File: config.mk
export PLATFORM = sky130hd
export DESIGN_NAME = prio_arbiter
export DESIGN_NICKNAME = d
export VERILOG_FILES = /design/src/rtl/prio_arbiter_pkg.sv /design/src/rtl/prio_arbiter_pick.sv /design/src/rtl/prio_arbiter.sv
export SDC_FILE = /design/constraint.sdc
export NUM_CORES = 1
export LEC_CHECK = 0
export CORE_AREA = 2 2 67 69
export CTS_CLUSTER_SIZE = 20
export DETAILED_ROUTE_END_ITERATION = 7
export DIE_AREA = 0 0 69 71
export GPL_ROUTABILITY_DRIVEN = 1
export GPL_TIMING_DRIVEN = 0
export PLACE_DENSITY = 0.82
export SLEW_MARGIN = 15
export SYNTH_ARGS = -nofsm -noshare
export SYNTH_HDL_FRONTEND = slang
export SYNTH_HIERARCHICAL = 1
export SYNTH_SLANG_ARGS = --single-unit
File: constraint.sdc
create_clock -name clk -period 5.3 [get_ports clk]
set_clock_uncertainty 0.2 [all_clocks]
set_input_delay 0.53 -clock clk [delete_from_list [all_inputs] [get_ports clk]]
set_output_delay 0.53 -clock clk [all_outputs]
set_load 0.05 [all_outputs]
File: src/rtl/prio_arbiter_pkg.sv
`timescale 1ns/1ps
`default_nettype none
// ============================================================================
// Module   : prio_arbiter_pkg
// Purpose  : Shared constants and helpers for the priority arbiter.
// Revision : 1.0 - initial release
// ============================================================================
package prio_arbiter_pkg;

    function automatic int clog2(input int value);
        int r;
        r = 0;
        for (int i = 0; i < 31; i++) begin
            if ((1 << i) < value) begin
                r = i + 1;
            end
        end
        return r;
    endfunction

    localparam logic MODE_FIXED = 1'b0;
    localparam logic MODE_RR    = 1'b1;

    localparam logic [0:0] ST_IDLE  = 1'b0;
    localparam logic [0:0] ST_GRANT = 1'b1;

endpackage
`default_nettype wire

File: src/rtl/prio_arbiter_pick.sv
`timescale 1ns/1ps
`default_nettype none
// ============================================================================
// Module   : prio_pick
// Purpose  : Finds the highest set bit of c at or below start, wrapping.
// Revision : 1.0 - initial release
// ============================================================================
module prio_pick
    import prio_arbiter_pkg::*;
#(
    parameter  int N = 8,
    localparam int W = clog2(N)
) (
    input  logic [N-1:0] c,
    input  logic [W-1:0] start,
    output logic [W-1:0] idx,
    output logic         found
);

    always_comb begin
        int pos;
        logic [W-1:0] pos_idx;
        pos     = 0;
        pos_idx = '0;
        idx     = '0;
        found   = 1'b0;
        for (int k = 0; k < N; k++) begin
            pos = int'(start) - k;
            if (pos < 0) begin
                pos = pos + N;
            end
            pos_idx = W'(pos);
            if (!found && c[pos_idx]) begin
                found = 1'b1;
                idx   = pos_idx;
            end
        end
    end

endmodule
`default_nettype wire

File: src/rtl/prio_arbiter.sv
`timescale 1ns/1ps
`default_nettype none
// ============================================================================
// Module   : prio_arbiter
// Purpose  : Registered N-way fixed / round-robin arbiter with hold timeout.
// Revision : 1.0 - initial release
// ============================================================================
module prio_arbiter
    import prio_arbiter_pkg::*;
#(
    parameter  int N        = 8,
    parameter  int MAX_HOLD = 0,
    localparam int W        = clog2(N)
) (
    input  logic         clk,
    input  logic         rst,
    input  logic [N-1:0] req,
    input  logic         mode,
    output logic [N-1:0] gnt,
    output logic [W-1:0] gnt_idx,
    output logic         gnt_valid,
    output logic         preempt
);

    localparam int            HW        = (MAX_HOLD == 0) ? 1 : clog2(MAX_HOLD + 1);
    localparam logic [HW-1:0] HOLD_LAST = HW'((MAX_HOLD == 0) ? 0 : MAX_HOLD - 1);
    localparam logic [W-1:0]  TOP_IDX   = W'(N - 1);
    localparam logic [N-1:0]  ONE       = {{(N-1){1'b0}}, 1'b1};

    logic [0:0]    state_q, state_d;
    logic [W-1:0]  cur_q, cur_d;
    logic [W-1:0]  ptr_q, ptr_d;
    logic [HW-1:0] hold_q, hold_d;
    logic [N-1:0]  gnt_q, gnt_d;
    logic          preempt_q, preempt_d;

    logic [N-1:0]  cur_mask;
    logic [W-1:0]  ptr_after;
    logic          is_release;
    logic          is_timeout;
    logic          took_preempt;
    logic [N-1:0]  pick_c;
    logic [W-1:0]  pick_start;
    logic [W-1:0]  pick_idx;
    logic          pick_found;

    // Candidate and scan start for the single shared picker.
    always_comb begin
        cur_mask   = ONE << cur_q;
        ptr_after  = (cur_q == '0) ? TOP_IDX : cur_q - W'(1);
        is_release = (state_q == ST_GRANT) && !req[cur_q];
        is_timeout = (state_q == ST_GRANT) && !is_release && (MAX_HOLD != 0) &&
                     (hold_q == HOLD_LAST) && (|(req & ~cur_mask));
        pick_c     = is_timeout ? (req & ~cur_mask) : req;
        if (mode == MODE_FIXED) begin
            pick_start = TOP_IDX;
        end else if (state_q == ST_IDLE) begin
            pick_start = ptr_q;
        end else begin
            pick_start = ptr_after;
        end
    end

    prio_pick #(
        .N (N)
    ) u_pick (
        .c     (pick_c),
        .start (pick_start),
        .idx   (pick_idx),
        .found (pick_found)
    );

    always_ff @(posedge clk) begin
        if (rst) begin
            state_q   <= ST_IDLE;
            cur_q     <= '0;
            ptr_q     <= TOP_IDX;
            hold_q    <= '0;
            gnt_q     <= '0;
            preempt_q <= 1'b0;
        end else begin
            state_q   <= state_d;
            cur_q     <= cur_d;
            ptr_q     <= ptr_d;
            hold_q    <= hold_d;
            gnt_q     <= gnt_d;
            preempt_q <= preempt_d;
        end
    end

    // Release takes precedence over timeout, so preempt only follows a true timeout.
    always_comb begin
        state_d      = state_q;
        cur_d        = cur_q;
        ptr_d        = ptr_q;
        hold_d       = hold_q;
        took_preempt = 1'b0;
        case (state_q)
            ST_IDLE: begin
                if (pick_found) begin
                    state_d = ST_GRANT;
                    cur_d   = pick_idx;
                    hold_d  = '0;
                end
            end
            default: begin
                if (is_release || is_timeout) begin
                    ptr_d        = ptr_after;
                    hold_d       = '0;
                    took_preempt = is_timeout;
                    if (pick_found) begin
                        cur_d = pick_idx;
                    end else begin
                        state_d = ST_IDLE;
                        cur_d   = '0;
                    end
                end else if ((MAX_HOLD != 0) && (hold_q != HOLD_LAST)) begin
                    hold_d = hold_q + HW'(1);
                end
            end
        endcase
    end

    always_comb begin
        gnt_d     = (state_d == ST_GRANT) ? (ONE << cur_d) : '0;
        preempt_d = took_preempt;
    end

    assign gnt       = gnt_q;
    assign gnt_idx   = cur_q;
    assign gnt_valid = |gnt_q;
    assign preempt   = preempt_q;

endmodule
`default_nettype wire

==> flow_summary.toml <==
[outcome]
status = "finished clean"

[grt]
antenna_found_initial = 0
grt_pass1_wl_mm = 9.07
grt_max_degree = 12
grt.total_usage_pct = 22.0
grt-ovfl-total = 0
grt_pass1_vias = 1954

[yosys]
synthSimpleGateAreaFrac_pct = 14.8
synth_top_family_by_area = "multiplexers"
async_reset_ff_share_pct = 0
netlist_area_um2 = 2080
synth_cell_types = 66
synthTopCellsByCount = "mux4_2 (16), dfxtp_1 (15), mux2i_1 (15), nand2_1 (15)"
syn_inst = 229
synth_xor_area_share_pct = 0.843
synth_fp_nets = 244
synth_flop_cell = "dfxtp_1"
synth-adder-area-share_pct = 2.41
syn_avg_cell_area_um2 = 9.08
yosys_warnings = 6
yosysTopAreaCell = "mux4_2"
synth_compound_area_share_pct = 28.4
ys_seq_area_share_pct = 14.4
synth_edf_count = 0
synth_top_area_share_pct = 17.3
synth.most_common_cell = "mux4_2"
synth.area.top_cells = "mux4_2 (17%), dfxtp_1 (14%), mux2i_1 (7.2%)"
synth-seq-cells = 15
synth.area.mux_share_pct = 30.9

[clocking]
cts_tree = "built"
ctsLongestPathBuffers = 2
htreeDepth = 1
numCtsBuffers = 3
cts_root_buf = "clkbuf_8"
hold_buffers = 0
clk_pin_slew_ns = 0.06
clock-sinks = 15
clk-insertion-delay-late_ns = 0.26

[worst_hold_path]
whs_endpoint = "ptr_q[1]"
hold_start = "ptr_q[1]"
hold_path_class = "reg2reg"
holdPathStages = 1

[critical_path]
rr_endpoint = "gnt[6]"
required_ns = 5.27
worstSetupPathType = "reg2reg"
crit_fanout = 10
ff2ff_path_depth = 21
path_cells = "clkinv_4 > ha_1 > nand2_1 > o21ai_0 > nand2_1 > buf_4 > buf_6 > inv_4 > ha_1 > buf_6 > mux4_2 > or3_4 > a211oi_4 > or2_1 > buf_6 > nand3_2 > or2_1 > or3b_2 > a222oi_1 > o21ai_1 > a221oi_2"
worst_path_largest_cell_delay_ns = 0.49
cp_slowest_cell = "mux4_2"
critPathArrivalTime_ns = 4.93
rrSetupSlack_ns = 0.34
end_kind = "flop"
cpMostUsedCell = "buf_6"
r2r_start = "gnt_idx[0]"
start_kind = "flop"

[route]
vias = 2116
ant_nets = 0
routed_via_density = 6.68
wl_per_cell_um = 17.8
firstDrtPassIters = 6
drt_iter0_markers = 196
routed_wirelength_mm = 5.64
drc_errors = 0

[sta]
final.min_clock_period_ns = 4.96
finalCritPeriodShare_pct = 93.6
worst_pin_slew_ns = 0.562
finalSetupTns_ns = 0
clock.fmax_mhz = 201
finalSetupViolCount = 0
drv_slew = 0
rsz0062_at_grt = "no"
hold_viol = 0
slew_headroom_pct = 61.4

[floorplanning]
rows = 24
die_h_um = 71
die_area_um2 = 4900
initial_core_util_pct = 49.4
die_w_um = 69
coreArea_um2 = 4200
ioPinCount = 24

[finish]
final_area_um2 = 2550
drive_gt1_share_pct = 27.2
n_antenna_cell = 0
syn2layout_area_growth_pct = 22.6
nets = 281

[flow_run]
maxCapViolCount = 0

[power]
power_density_nw_per_um2 = 551
ir_drop_uv = 273
finalPower_uw = 1400
leakage_uw = 0.000976

[placement]
gp_congestion = 0.943
place_hpwl_mm = 3.84
port_buffers = 21
dpl-instance-area_um2 = 2360
flip-flops by register name, indices dropped and copies added (netlist names):
register and count:
gnt 8, gnt_idx 3, ptr_q 3, state_q 1
critical path, delay by kind of cell (launching register included):
kind                       cells  cell delay (ns)
DFF                            1             0.40
AOI/OAI and AO/OA              5             1.03
buffers and inverters          6             0.78
muxes                          1             0.49
and+or+nand+nor                7             1.48
adders and majority gates      2             0.49
worst max path at each step:
stage,slack (ns),from,endpoint,depth (start not counted)
floorplan,0.07,gnt_idx[0],gnt[6],22
global placement,-0.46,gnt_idx[0],gnt[6],22
detailed placement,-0.57,gnt_idx[0],gnt[3],23
CTS,0.007,gnt_idx[1],gnt[6],22
global route,0.03,state_q,gnt[0],22
finish,0.34,gnt_idx[0],gnt[6],21
through the flow:
step                setup WS (ns)  util [%]  std cells  hold WS (ns)
floorplan                  0.0731         -        229         0.230
global placement           -0.460      56.1        302         0.251
detailed placement         -0.573      56.1        302         0.252
CTS                       0.00663      58.1        306         0.270
global route               0.0267      60.6        317         0.293
finish                      0.337      60.6        317         0.274
area by class of cell:
class                   count  area (um^2)
clock inverters             1         5.00
well taps                  52         65.1
inverters                  13         56.3
fillers                   350         1660
repair buffers             34          308
clock buffers               3         41.3
multi-input cells         182         1640
flip-flops and latches     15          308
plain buffers              17          123
what timing repair did:
item                       CTS  global route
setup buffers                1            12
setup endpoints to repair   11            11
resized for setup           11            15
pin swaps                    1             3
routing by layer:
metal	up-vias	routed length, um	track usage [%]	part of all wire, %
met4	0	44	5.01	0.78
li1	977	-	-	-
met3	7	345	3.70	6.1
met5	-	0	0	0
met2	80	2810	37.3	50
met1	1052	2440	29.6	43
where the power goes:
group	switching, uW	internal (uW)
sequential	32.3	153
combinational	644	478
clock	44.7	52.3
logic make-up (layout without fill, tap and decap cells):
kind of cell / count (synthesis) / in the layout
xor gates and xnor gates: 2 / 2
buffers and inverters: 32 / 68
DFF: 15 / 15
adders and majority gates: 4 / 4
muxes: 41 / 41
and+or+nand+nor: 58 / 58
other: 1 / 1
AOI/OAI and AO/OA: 76 / 76
cell usage in the layout, fill, tap and decap left out, types with 4 or more instances in the layout:
cell type and instances:
o21ai_0 8, mux2_2 5, nor2_1 9, nand2b_1 4
buf_6 5, nand3_1 4, a21oi_1 11, mux4_2 16
nand4_1 4, o2111ai_1 5, nand2_1 15, buf_4 16
buf_2 4, dfxtp_1 13, clkdlybuf4s50_1 21, mux2i_1 15
a21boi_0 5, inv_1 9, ha_1 4, o211ai_1 7
Power figures use the tool's default switching activity.
